==> config.mk <==
export PLATFORM = sky130hd
export DESIGN_NAME = arb_req_issuer
export DESIGN_NICKNAME = d
export VERILOG_FILES = /design/src/rtl/arb_req_issuer.sv
export SDC_FILE = /design/constraint.sdc
export NUM_CORES = 1
export LEC_CHECK = 0
export CORE_ASPECT_RATIO = 1.2
export CORE_MARGIN = 2
export CORE_UTILIZATION = 29
export CTS_CLUSTER_SIZE = 20
export DETAILED_ROUTE_END_ITERATION = 16
export PLACE_DENSITY = 0.46
export REMOVE_ABC_BUFFERS = 1
export SYNTH_ARGS = -nofsm -noshare
export SYNTH_HDL_FRONTEND = slang
export SYNTH_SLANG_ARGS = --single-unit
==> constraint.sdc <==
create_clock -name clk_i -period 2.65 [get_ports clk_i]
set_input_delay 0.53 -clock clk_i [delete_from_list [all_inputs] [get_ports clk_i]]
set_output_delay 0.53 -clock clk_i [all_outputs]
set_load 0.005 [all_outputs]
==> src/rtl/arb_req_issuer.sv <==
// Requester-side lane bank for the weighted round-robin arbiter: counts pending tokens,
// drives req, flags grant protocol errors. Optional starvation detect: ARB_REQ_STARVE_DETECT_EN.
module arb_req_issuer #(
    parameter int NUM_REQ      = 10,
    parameter int CNT_W        = 4,
    parameter int STARVE_LIMIT = 64
) (
    input  logic               clk_i,
    input  logic               rst_i,
    input  logic [NUM_REQ-1:0] push_valid_i,
    output logic [NUM_REQ-1:0] push_ready_o,
    output logic [NUM_REQ-1:0] req_o,
    input  logic [NUM_REQ-1:0] gnt_i,
    output logic               gnt_err_o,
    output logic [NUM_REQ-1:0] starve_o
);

    localparam logic [CNT_W-1:0]   PEND_MAX = {CNT_W{1'b1}};
    localparam logic [CNT_W-1:0]   PEND_ONE = CNT_W'(1);
    localparam logic [NUM_REQ-1:0] GNT_ONE  = NUM_REQ'(1);

    logic [CNT_W-1:0]   pend_q [NUM_REQ];
    logic [CNT_W-1:0]   pend_d [NUM_REQ];
    logic [NUM_REQ-1:0] accept;
    logic [NUM_REQ-1:0] consume;
    logic               gnt_err_q;
    logic               gnt_err_d;

    // Outputs depend on registered state only; no path from gnt_i/push_valid_i.
    always_comb begin
        for (int i = 0; i < NUM_REQ; i++) begin
            req_o[i]        = (pend_q[i] != '0);
            push_ready_o[i] = (pend_q[i] != PEND_MAX);
        end
    end

    assign accept  = push_valid_i & push_ready_o;
    assign consume = gnt_i & req_o;

    always_comb begin
        for (int i = 0; i < NUM_REQ; i++) begin
            pend_d[i] = pend_q[i];
            if (accept[i] && !consume[i]) begin
                pend_d[i] = pend_q[i] + PEND_ONE;
            end else if (consume[i] && !accept[i]) begin
                pend_d[i] = pend_q[i] - PEND_ONE;
            end
        end
    end

    // Grant to an idle lane, or more than one grant bit set.
    assign gnt_err_d = (|(gnt_i & ~req_o)) | (|(gnt_i & (gnt_i - GNT_ONE)));

    always_ff @(posedge clk_i or posedge rst_i) begin
        if (rst_i) begin
            for (int i = 0; i < NUM_REQ; i++) begin
                pend_q[i] <= '0;
            end
            gnt_err_q <= 1'b0;
        end else begin
            for (int i = 0; i < NUM_REQ; i++) begin
                pend_q[i] <= pend_d[i];
            end
            gnt_err_q <= gnt_err_d;
        end
    end

    assign gnt_err_o = gnt_err_q;

`ifdef ARB_REQ_STARVE_DETECT_EN
    localparam logic [15:0] WAIT_LIMIT = 16'(STARVE_LIMIT);

    logic [15:0]        wait_q [NUM_REQ];
    logic [15:0]        wait_d [NUM_REQ];
    logic [NUM_REQ-1:0] starve_q;
    logic [NUM_REQ-1:0] starve_d;

    always_comb begin
        for (int i = 0; i < NUM_REQ; i++) begin
            wait_d[i] = wait_q[i];
            if (!req_o[i] || gnt_i[i]) begin
                wait_d[i] = '0;
            end else if (wait_q[i] != WAIT_LIMIT) begin
                wait_d[i] = wait_q[i] + 16'd1;
            end
            starve_d[i] = (wait_d[i] == WAIT_LIMIT);
        end
    end

    always_ff @(posedge clk_i or posedge rst_i) begin
        if (rst_i) begin
            for (int i = 0; i < NUM_REQ; i++) begin
                wait_q[i] <= '0;
            end
            starve_q <= '0;
        end else begin
            for (int i = 0; i < NUM_REQ; i++) begin
                wait_q[i] <= wait_d[i];
            end
            starve_q <= starve_d;
        end
    end

    assign starve_o = starve_q;
`else
    assign starve_o = '0;
`endif

endmodule

==> results by group <==
Logic synthesis
  – Register bit total from synthesis: 41
  – Yosys top cell area share: 0.353
  – Async SR Flop Fraction: 1.00
  – Sequential share of the synthesized area: 0.353
  – Top cells by area, synth: dfrtp_1, ha_1, xnor2_1
  – Cell variety after synth: 29
  – Most used DFF post-synth: dfrtp_1
  – Post-synth design cell area: about 0.0029 sq mm
  – Avg Inst Size Synth: between 10 and 15 sq um
  – Area leader, netlist: dfrtp_1
  – Most common cell in the netlist: dfrtp_1
  – Top cells by count, synth: dfrtp_1, ha_1, xnor2_1
  – Yosys warning total: 0
  – Number of flops mapped to enable cells by yosys: 0
  – Mapped Cells: ~280

STA
  – Fin Clk Skew: a little under 8 ps
  – WHS: just under 500 ps
  – RSZ-0062 raised after global routing: no
  – Setup TNS: 0 ps
  – Final min period: about 2500 ps
  – Setup Viol. Count Final: 0
  – Final hold vios: 0
  – Slew Viols, Final: 0
  – Slew headroom: 0.639
  – Final Cycle Share: 0.939
  – Final setup margin: around 160 ps
  – Maximum achievable frequency: between 0.4 and 0.5 GHz
  – Worst-margin pin slew: 542 ps

Critical path
  – Crit path max-delay family: simple AND/OR/NAND/NOR gates
  – FF-to-FF Start: pend_q[17]
  – CP Launch Type: flip-flop
  – Crit-path slowest cell: or4_1
  – Reg2reg setup slack: roughly 160 ps
  – WP data arrival: between 2000 and 3000 ps
  – Critical path buffers and inverters: 1
  – Crit end category: flip-flop
  – Worst path most repeated cell: ha_1
  – R2R depth: 9
  – CP required: between 2000 and 3000 ps
  – Maximum net fanout on the critical path: 5
  – Worst path cell trace: or4_1, nand2_1, ha_1, inv_1, ha_1, a21o_1, a21oi_1, mux2i_1, xnor2_1
  – Slowest stage delay, CP: approximately 590 ps
  – R2r endpoint: pend_q[19]
  – Critical path class: flip-flop to flip-flop

Route
  – DRT Pass-1 Iters: 3
  – Via density: ~4.5
  – WL/cell: roughly 12 microns
  – Final ANT Viol Nets: 0
  – Drc violations: 0
  – Initial drt markers: 59
  – Routed wire length: roughly 6000 microns
  – Vias: 2,144

Power
  – PD cells: 1110 mW/mm^2
  – Leakage: about 1.6 nW
  – Total Power: between 4 and 5 mW
  – Max VDD drop: roughly 0.28 mV

Status
  – Outcome: completed

Global route
  – Overall Global Routing Usage: 0.117
  – Gr ovfl total: 0
  – Largest net degree at the start of global routing: between 40 and 50
  – Initial antenna violation count: 0
  – Number of global-route vias before repair: between 2,000 and 2,500
  – Global-route wire length before repair: approximately 10,000 microns

Min path
  – Hold depth: 1
  – Worst Min Path Start: pend_q[27]
  – Min-Delay Path Class: flip-flop to flip-flop
  – Hold Path End: pend_q[27]

Place
  – DP HPWL: 4620 microns
  – GP Congestion: between 0.7 and 0.8
  – Placed inst area: about 0.0036 sq mm
  – Port-buffer cells: 42
  – Placement Setup Slack: 95.8 ps

Final layout
  – # nets final: ~400
  – Fillers: a little over 1,000
  – N_diodes: 0
  – Share of layout cells above drive strength 1: 0.124
  – Final instance area: 0.00372 sq mm
  – Synth-to-Final Area Change: 28.0%

Clocking
  – Clk_lat worst skew: 280 ps
  – Clk slew on worst S/H paths: roughly 70 ps
  – Total clock sinks: 41
  – Cts repair resizes: 0
  – Hold buffer count at cts: 0
  – CTS tree: done
  – Clock buffer depth: 2
  – CTS Root Cell: clkbuf_16
  – H-tree Lvls: 2
  – Postcts setup bufs: 0
  – Total CTS buffers: 5

Floorplanning
  – Die width: around 95 microns
  – Ports: 53
  – Die area: approximately 0.011 sq mm
  – Placeable Area: 0.00991 sq mm
  – # rows: 40
  – Initial Utilization: 0.293
  – Die Ht: 114 microns

Run
  – Max-cap violations: 0
==> layout make-up <==
| class | count | area [sq um] | area share |
|---|---|---|---|
| clock buffer | 5 | 125 | 0.0336 |
| tap | 126 | 158 | 0.0424 |
| inverter | 17 | 63.8 | 0.0171 |
| sequential | 41 | 1030 | 0.276 |
| clock inverter | 3 | 17.5 | 0.00471 |
| multi-input combinational | 220 | 1780 | 0.477 |
| timing repair buffer | 60 | 556 | 0.149 |
==> cells in the final DEF, fill, tap and decap left out, types with 12 or more instances in the layout <==
cell type,netlist,final
dfrtp_1,41,41
nor2_1,23,23
ha_1,30,30
xnor2_1,30,30
inv_1,17,17
a21oi_1,12,12
clkdlybuf4s50_1,0,42
nand2_1,20,20
buf_4,10,18
==> flip-flops by register name, indices dropped and copies added, names as in the netlist <==
register	count
pend_q	40
gnt_err_o	1
==> cell families after synthesis <==
logic type	synth area share
DFF	0.353
AOI/OAI and AO/OA	0.0835
adders and majority gates	0.201
other	0.00129
and+or+nand+nor	0.150
muxes	0.0732
xor gates and xnor gates	0.0904
buffers and inverters	0.0478
==> how the worst max path moves through the flow <==
stage,to,start,depth (start not counted),slack [ps]
final,pend_q[19],pend_q[17],9,160
after global placement,pend_q[35],gnt_i[1],9,140
after detailed placement,pend_q[31],gnt_i[2],9,100
after floorplan,pend_q[19],pend_q[16],9,310
after global routing,pend_q[27],pend_q[25],9,20
after CTS,pend_q[19],pend_q[17],9,150
==> stage by stage <==
| step | cells | util |
|---|---|---|
| 2_1_floorplan | 278 | - |
| 3_3_place_gp | 464 | 0.361 |
| 3_5_place_dp | 464 | 0.361 |
| 4_1_cts | 472 | 0.376 |
| 5_1_grt | 472 | 0.376 |
| 6_report | 472 | 0.376 |
==> metal layers <==
layer	share of wire	track usage	vias up
met5	0	0	-
met4	0.016	0.0400	0
met3	0.033	0.0165	7
met2	0.48	0.193	31
met1	0.47	0.156	1012
li1	-	-	1094
==> where the power goes <==
part	internal [mW]	leakage [nW]	switching, mW
clock network	0.345	0.0696	0.251
logic	1.28	1.08	0.962
registers	0.971	0.481	0.331
total	2.60	1.63	1.54
Note: power is estimated with default switching activity, not from simulation.
==> RTL change 1: new RTL, same settings <==
Add a define of `ARB_REQ_STARVE_DETECT_EN`.
--- a/src/rtl/arb_req_issuer.sv
+++ b/src/rtl/arb_req_issuer.sv
@@ -2,2 +2,4 @@
 // drives req, flags grant protocol errors. Optional starvation detect: ARB_REQ_STARVE_DETECT_EN.
+`define ARB_REQ_STARVE_DETECT_EN
+
 module arb_req_issuer #(
Check against the original RTL: same outputs for any inputs over 10 cycles, from zero or initial values and one cycle with rst_i high; that may be too few to reach the edited logic, so the function may still have changed.
==> RTL change 1 against the original RTL <==
  * Final area grew to 4.0 times the old value
  * Setup slack got worse by 0.063 ns
  * Sequential share of layout area up 7.5 points
  * Worst hold slack worse by 0.073 ns
  * Area after synthesis grew to 4.3 times the old value
  * Sequential cell count is 170 higher
  * Routed wire length rose to 5.0 times the old value
  * Clock skew is 0.0037 ns higher
  * Power grew to 2.8 times the old value
==> RTL change 1: results (changes against the original RTL) <==
Outcome: finished, final reports clean
Post-Route WL: 29,300 um (+400%)
Mux cell area share after synthesis: 1.57% (-5.7 points)
Register Area: 0.00528 mm^2 (+410%)
GPL Wtd Cong: 0.791 (+5.9%)
Multi-input gate count: 1,056 (+380%)
Non-clock inverters: 55 (+38)
Synth unique cells: 64 (+120%)
Top Family by Delay on Critical Path: buffers and inverters
First-pass GRT wire length: 50,500 um (+400%)
Number of global-route vias before repair: 10,095 (+370%)
Synth area leaders: dfrtp_1, xnor2_1, nor2_1
WL met2: 13,900 um (+390%)
Compound-Gate Fraction of Synth Area: 7.69% (-0.66 points)
PostCTS Resize Cnt: 10 (+10)
Dpl cells: 1,985 (+330%)
DP Worst Slack: 0.0661 ns (-0.0297 ns)
Port bufs: 52 (+24%)
Multi-input logic portion of the cell area: 46.0% (-1.7 points)
Maximum VDD drop: 526 uV (+91%)
Data buffer area share: 6.94% (-8.0 points)
Sequential power: 0.00433 W (+230%)
Final nets: 1,549 (+280%)
TritonCTS buffer count: 28 (+23)
Vias per inst: 4.92 (+8.2%)
Least-Margin Pin Slew: 0.513 ns (-0.0290 ns)
Final instance area: 0.0151 mm^2 (+300%)
Worst path slowest cell: clkdlybuf4s50_1
Max FFs per register: 160 (+300%)
Post-CTS setup buffers: 2 (+2)
Worst clock skew: 0.0115 ns (+0.00373 ns)
Power Total: 0.0114 W (+180%)
Tot GR Track Use: 13.2% (+1.5 points)
Slowest stage delay, CP: 0.49 ns (-0.10 ns)
Most frequent cells after synthesis: dfrtp_1, nor2_1, xnor2_1, nand2_1, nand3_1
CP arrival: 2.02 ns (-0.67 ns)
DP Area: 0.0141 mm^2 (+290%)
Clk tree area frac: 5.97% (+2.1 points)
Layout cells sized above 1: 9.83% (-2.6 points)
Synth Area in Adders: 6.57% (-14 points)
First-pass iteration count of the detailed router: 5 (+2)
RTL change 1: worst paths after layout:
| check | slack [ns] | cells past startpoint | end | start |
|---|---|---|---|---|
| hold reg to reg | 0.51 | 1 | pend_q[39]$_DFFE_PP0P_ | pend_q[39]$_DFFE_PP0P_ |
| setup reg to reg | 0.19 | 12 | pend_q[23]$_DFFE_PP0P_ | pend_q[22]$_DFFE_PP0P_ |
| max in group asynchronous | 1.61 | 3 | wait_q[60]$_DFF_PP0_ | rst_i |
| setup / recovery | 0.1 | 4 | req_o[4] | pend_q[22]$_DFFE_PP0P_ |
| min in group clk_i | 0.51 | 1 | pend_q[39]$_DFFE_PP0P_ | pend_q[39]$_DFFE_PP0P_ |
| hold / removal | 0.42 | 2 | pend_q[39]$_DFFE_PP0P_ | rst_i |
RTL change 1: routing by layer:
metal	track usage (%)	up-vias
met3	1.87	43
met4	3.55	0
met2	22.4	112
met1	17.5	4847
li1	-	5010
met5	0	-
==> RTL change 2: new RTL, same flow settings <==
Made on the original files. Put one more register stage on the output `gnt_err_o`. The value now appears one clock later. The other outputs are not delayed to match.
--- a/src/rtl/arb_req_issuer.sv
+++ b/src/rtl/arb_req_issuer.sv
@@ -67,3 +67,5 @@
 
-    assign gnt_err_o = gnt_err_q;
+    always_ff @(posedge clk_i) begin
+        gnt_err_o <= gnt_err_q;
+    end
 
Check against the original RTL: not equivalent (a bounded check fails within 4 cycles, from zero or initial values and one cycle with rst_i high).
==> RTL change 2 against the original RTL <==
  * Clock power up 18%
  * Global-route usage increased by 0.17 points
  * Synthesized cell count grew 0.36%
  * Sequential share of layout area rose by 0.24 points
  * Clock skew decreased by 0.0052 ns
  * Non-clock buffer count is 1 lower
  * Routed wire length grew 0.31%
  * Sequential cell count increased by 1
  * Power up 2.9%
  * Area after synthesis grew 0.69%
  * Final area is 1.1% higher
  * Setup slack gained 0.030 ns
  * Via count increased by 0.84%
  * Die area increased by 0.67%
==> RTL change 2: results (changes against the original RTL) <==
Tightest Hold Check Type: register to register
Xor and xnor area share after synthesis: 8.97% (-0.062 points)
Final nets: 407 (unchanged)
Slowest stage delay, CP: 0.59 ns (about the same)
Registers with the most flip-flops: pend_q (40), gnt_err_o (1), gnt_err_q (1)
Maximum number of pins on one net before global-route repair: 42 (unchanged)
Drt first-iter violations: 40 (-32%)
Seq/Total Area, Yosys: 35.7% (+0.44 points)
Ys async rst share: 97.6% (-2.4 points)
First-pass GRT wire length: 10,200 um (+2.0%)
Worst-path clk slew: 0.06 ns
Tot GR Track Use: 11.8% (+0.17 points)
Met3 wire length: 201 um (+4.7%)
Synth Area per Inst: 10.5 um^2 (+0.33%)
Number of global-route vias before repair: 2,206 (+2.8%)
Synth Area in Adders: 20.0% (-0.14 points)
Synth unique cells: 30 (+3.4%)
GR Util met1: 14.8% (-0.74 points)
Ant diodes: 0 (unchanged)
Synth warnings: 0 (unchanged)
Worst clock skew: 0.00253 ns (-0.00521 ns)
Grt met2 use: 20.3% (+0.98 points)
PostCTS Resize Cnt: 0 (unchanged)
DR WL/cell: 12.5 um (+0.31%)
WL met2: 2970 um (+4.5%)
Mux cell area share after synthesis: 7.26% (-0.050 points)
CP arrival: 2.67 ns (-0.02 ns)
Compound-Gate Fraction of Synth Area: 8.29% (-0.057 points)
CTS H-tree lvls: 2 (unchanged)
Synth area leaders: dfrtp_1, ha_1, xnor2_1
Worst path slowest cell: or4_1
Hold-critical path depth: 0 (-1)
Max Buffers Root-to-Sink: 2 (unchanged)
Dpl cells: 464 (unchanged)
Most frequent cells after synthesis: dfrtp_1, ha_1, xnor2_1, nor2_1, nand2_1
DP Wirelength: 4700 um (+1.6%)
Outcome: finished, final reports clean
Initial antenna violation count: 0 (unchanged)
DP Area: 0.00359 mm^2 (+0.35%)
Non-filler instance count after layout: 472 (unchanged)
Clk_lat worst skew: 0.29 ns
GPL Wtd Cong: 0.735 (-1.6%)
First-pass iteration count of the detailed router: 4 (+1)
CP max FO: 4 (-1)
CTS Root Cell: clkbuf_16
Post-CTS setup buffers: 0 (unchanged)
Maximum VDD drop: 510 uV (+85%)
Port bufs: 42 (unchanged)
FF-to-FF path depth: 9 (unchanged)
Uppermost layer routed: met4
Top Family by Delay on Critical Path: simple AND/OR/NAND/NOR gates
Layout cells sized above 1: 12.1% (-0.29 points)
TritonCTS buffer count: 5 (unchanged)
Routed met1 length: 2640 um (-4.0%)
Lkg Pwr: 1.64 nW (+0.56%)
M3 GR Usage: 2.17% (+0.52 points)
Least-Margin Pin Slew: 0.544 ns (+0.00262 ns)
Vias per inst: 4.58 (+0.84%)
==> RTL change 2: cell count changes after synthesis, sizes merged <==
cell	before	now
dfxtp	0	1
==> RTL change 2: final timing paths <==
kind / start / endpoint / slack [ns]
setup / recovery: pend_q[27]$_DFFE_PP0P_ / pend_q[27]$_DFFE_PP0P_ / 0.19
hold / removal: gnt_err_q$_DFF_PP0_ / gnt_err_o$_DFF_P_ / 0.34
setup reg to reg: pend_q[27]$_DFFE_PP0P_ / pend_q[27]$_DFFE_PP0P_ / 0.19
hold reg to reg: gnt_err_q$_DFF_PP0_ / gnt_err_o$_DFF_P_ / 0.34
max in group asynchronous: rst_i / pend_q[19]$_DFFE_PP0P_ / 1.59
min in group asynchronous: rst_i / pend_q[23]$_DFFE_PP0P_ / 0.69
==> RTL change 2: through the flow <==
stage | util (%) | setup slack [ns]
after CTS | 38.0 | 0.165
after global routing | 38.0 | 0.0621
after detailed placement | 36.3 | 0.101
after floorplan | - | 0.310
final | 38.0 | 0.191
after global placement | 36.3 | 0.0997
==> RTL change 2: power breakdown <==
part / total [W] / internal [W] / switching, W
clock: 0.000706 / 0.000444 / 0.000262
sequential: 0.00134 / 0.000986 / 0.000353
combinational: 0.00222 / 0.00127 / 0.000947
total: 0.00426 / 0.00270 / 0.00156
==> RTL change 2: area by class of cell <==
type / count / area [um^2]
Multi-Input combinational cell: 220 / 1780
Tap cell: 126 / 158
Inverter: 17 / 63.8
Clock inverter: 3 / 45.0
Sequential cell: 42 / 1050
Clock buffer: 5 / 125
Fill cell: 1012 / 6150
Timing Repair Buffer: 59 / 548
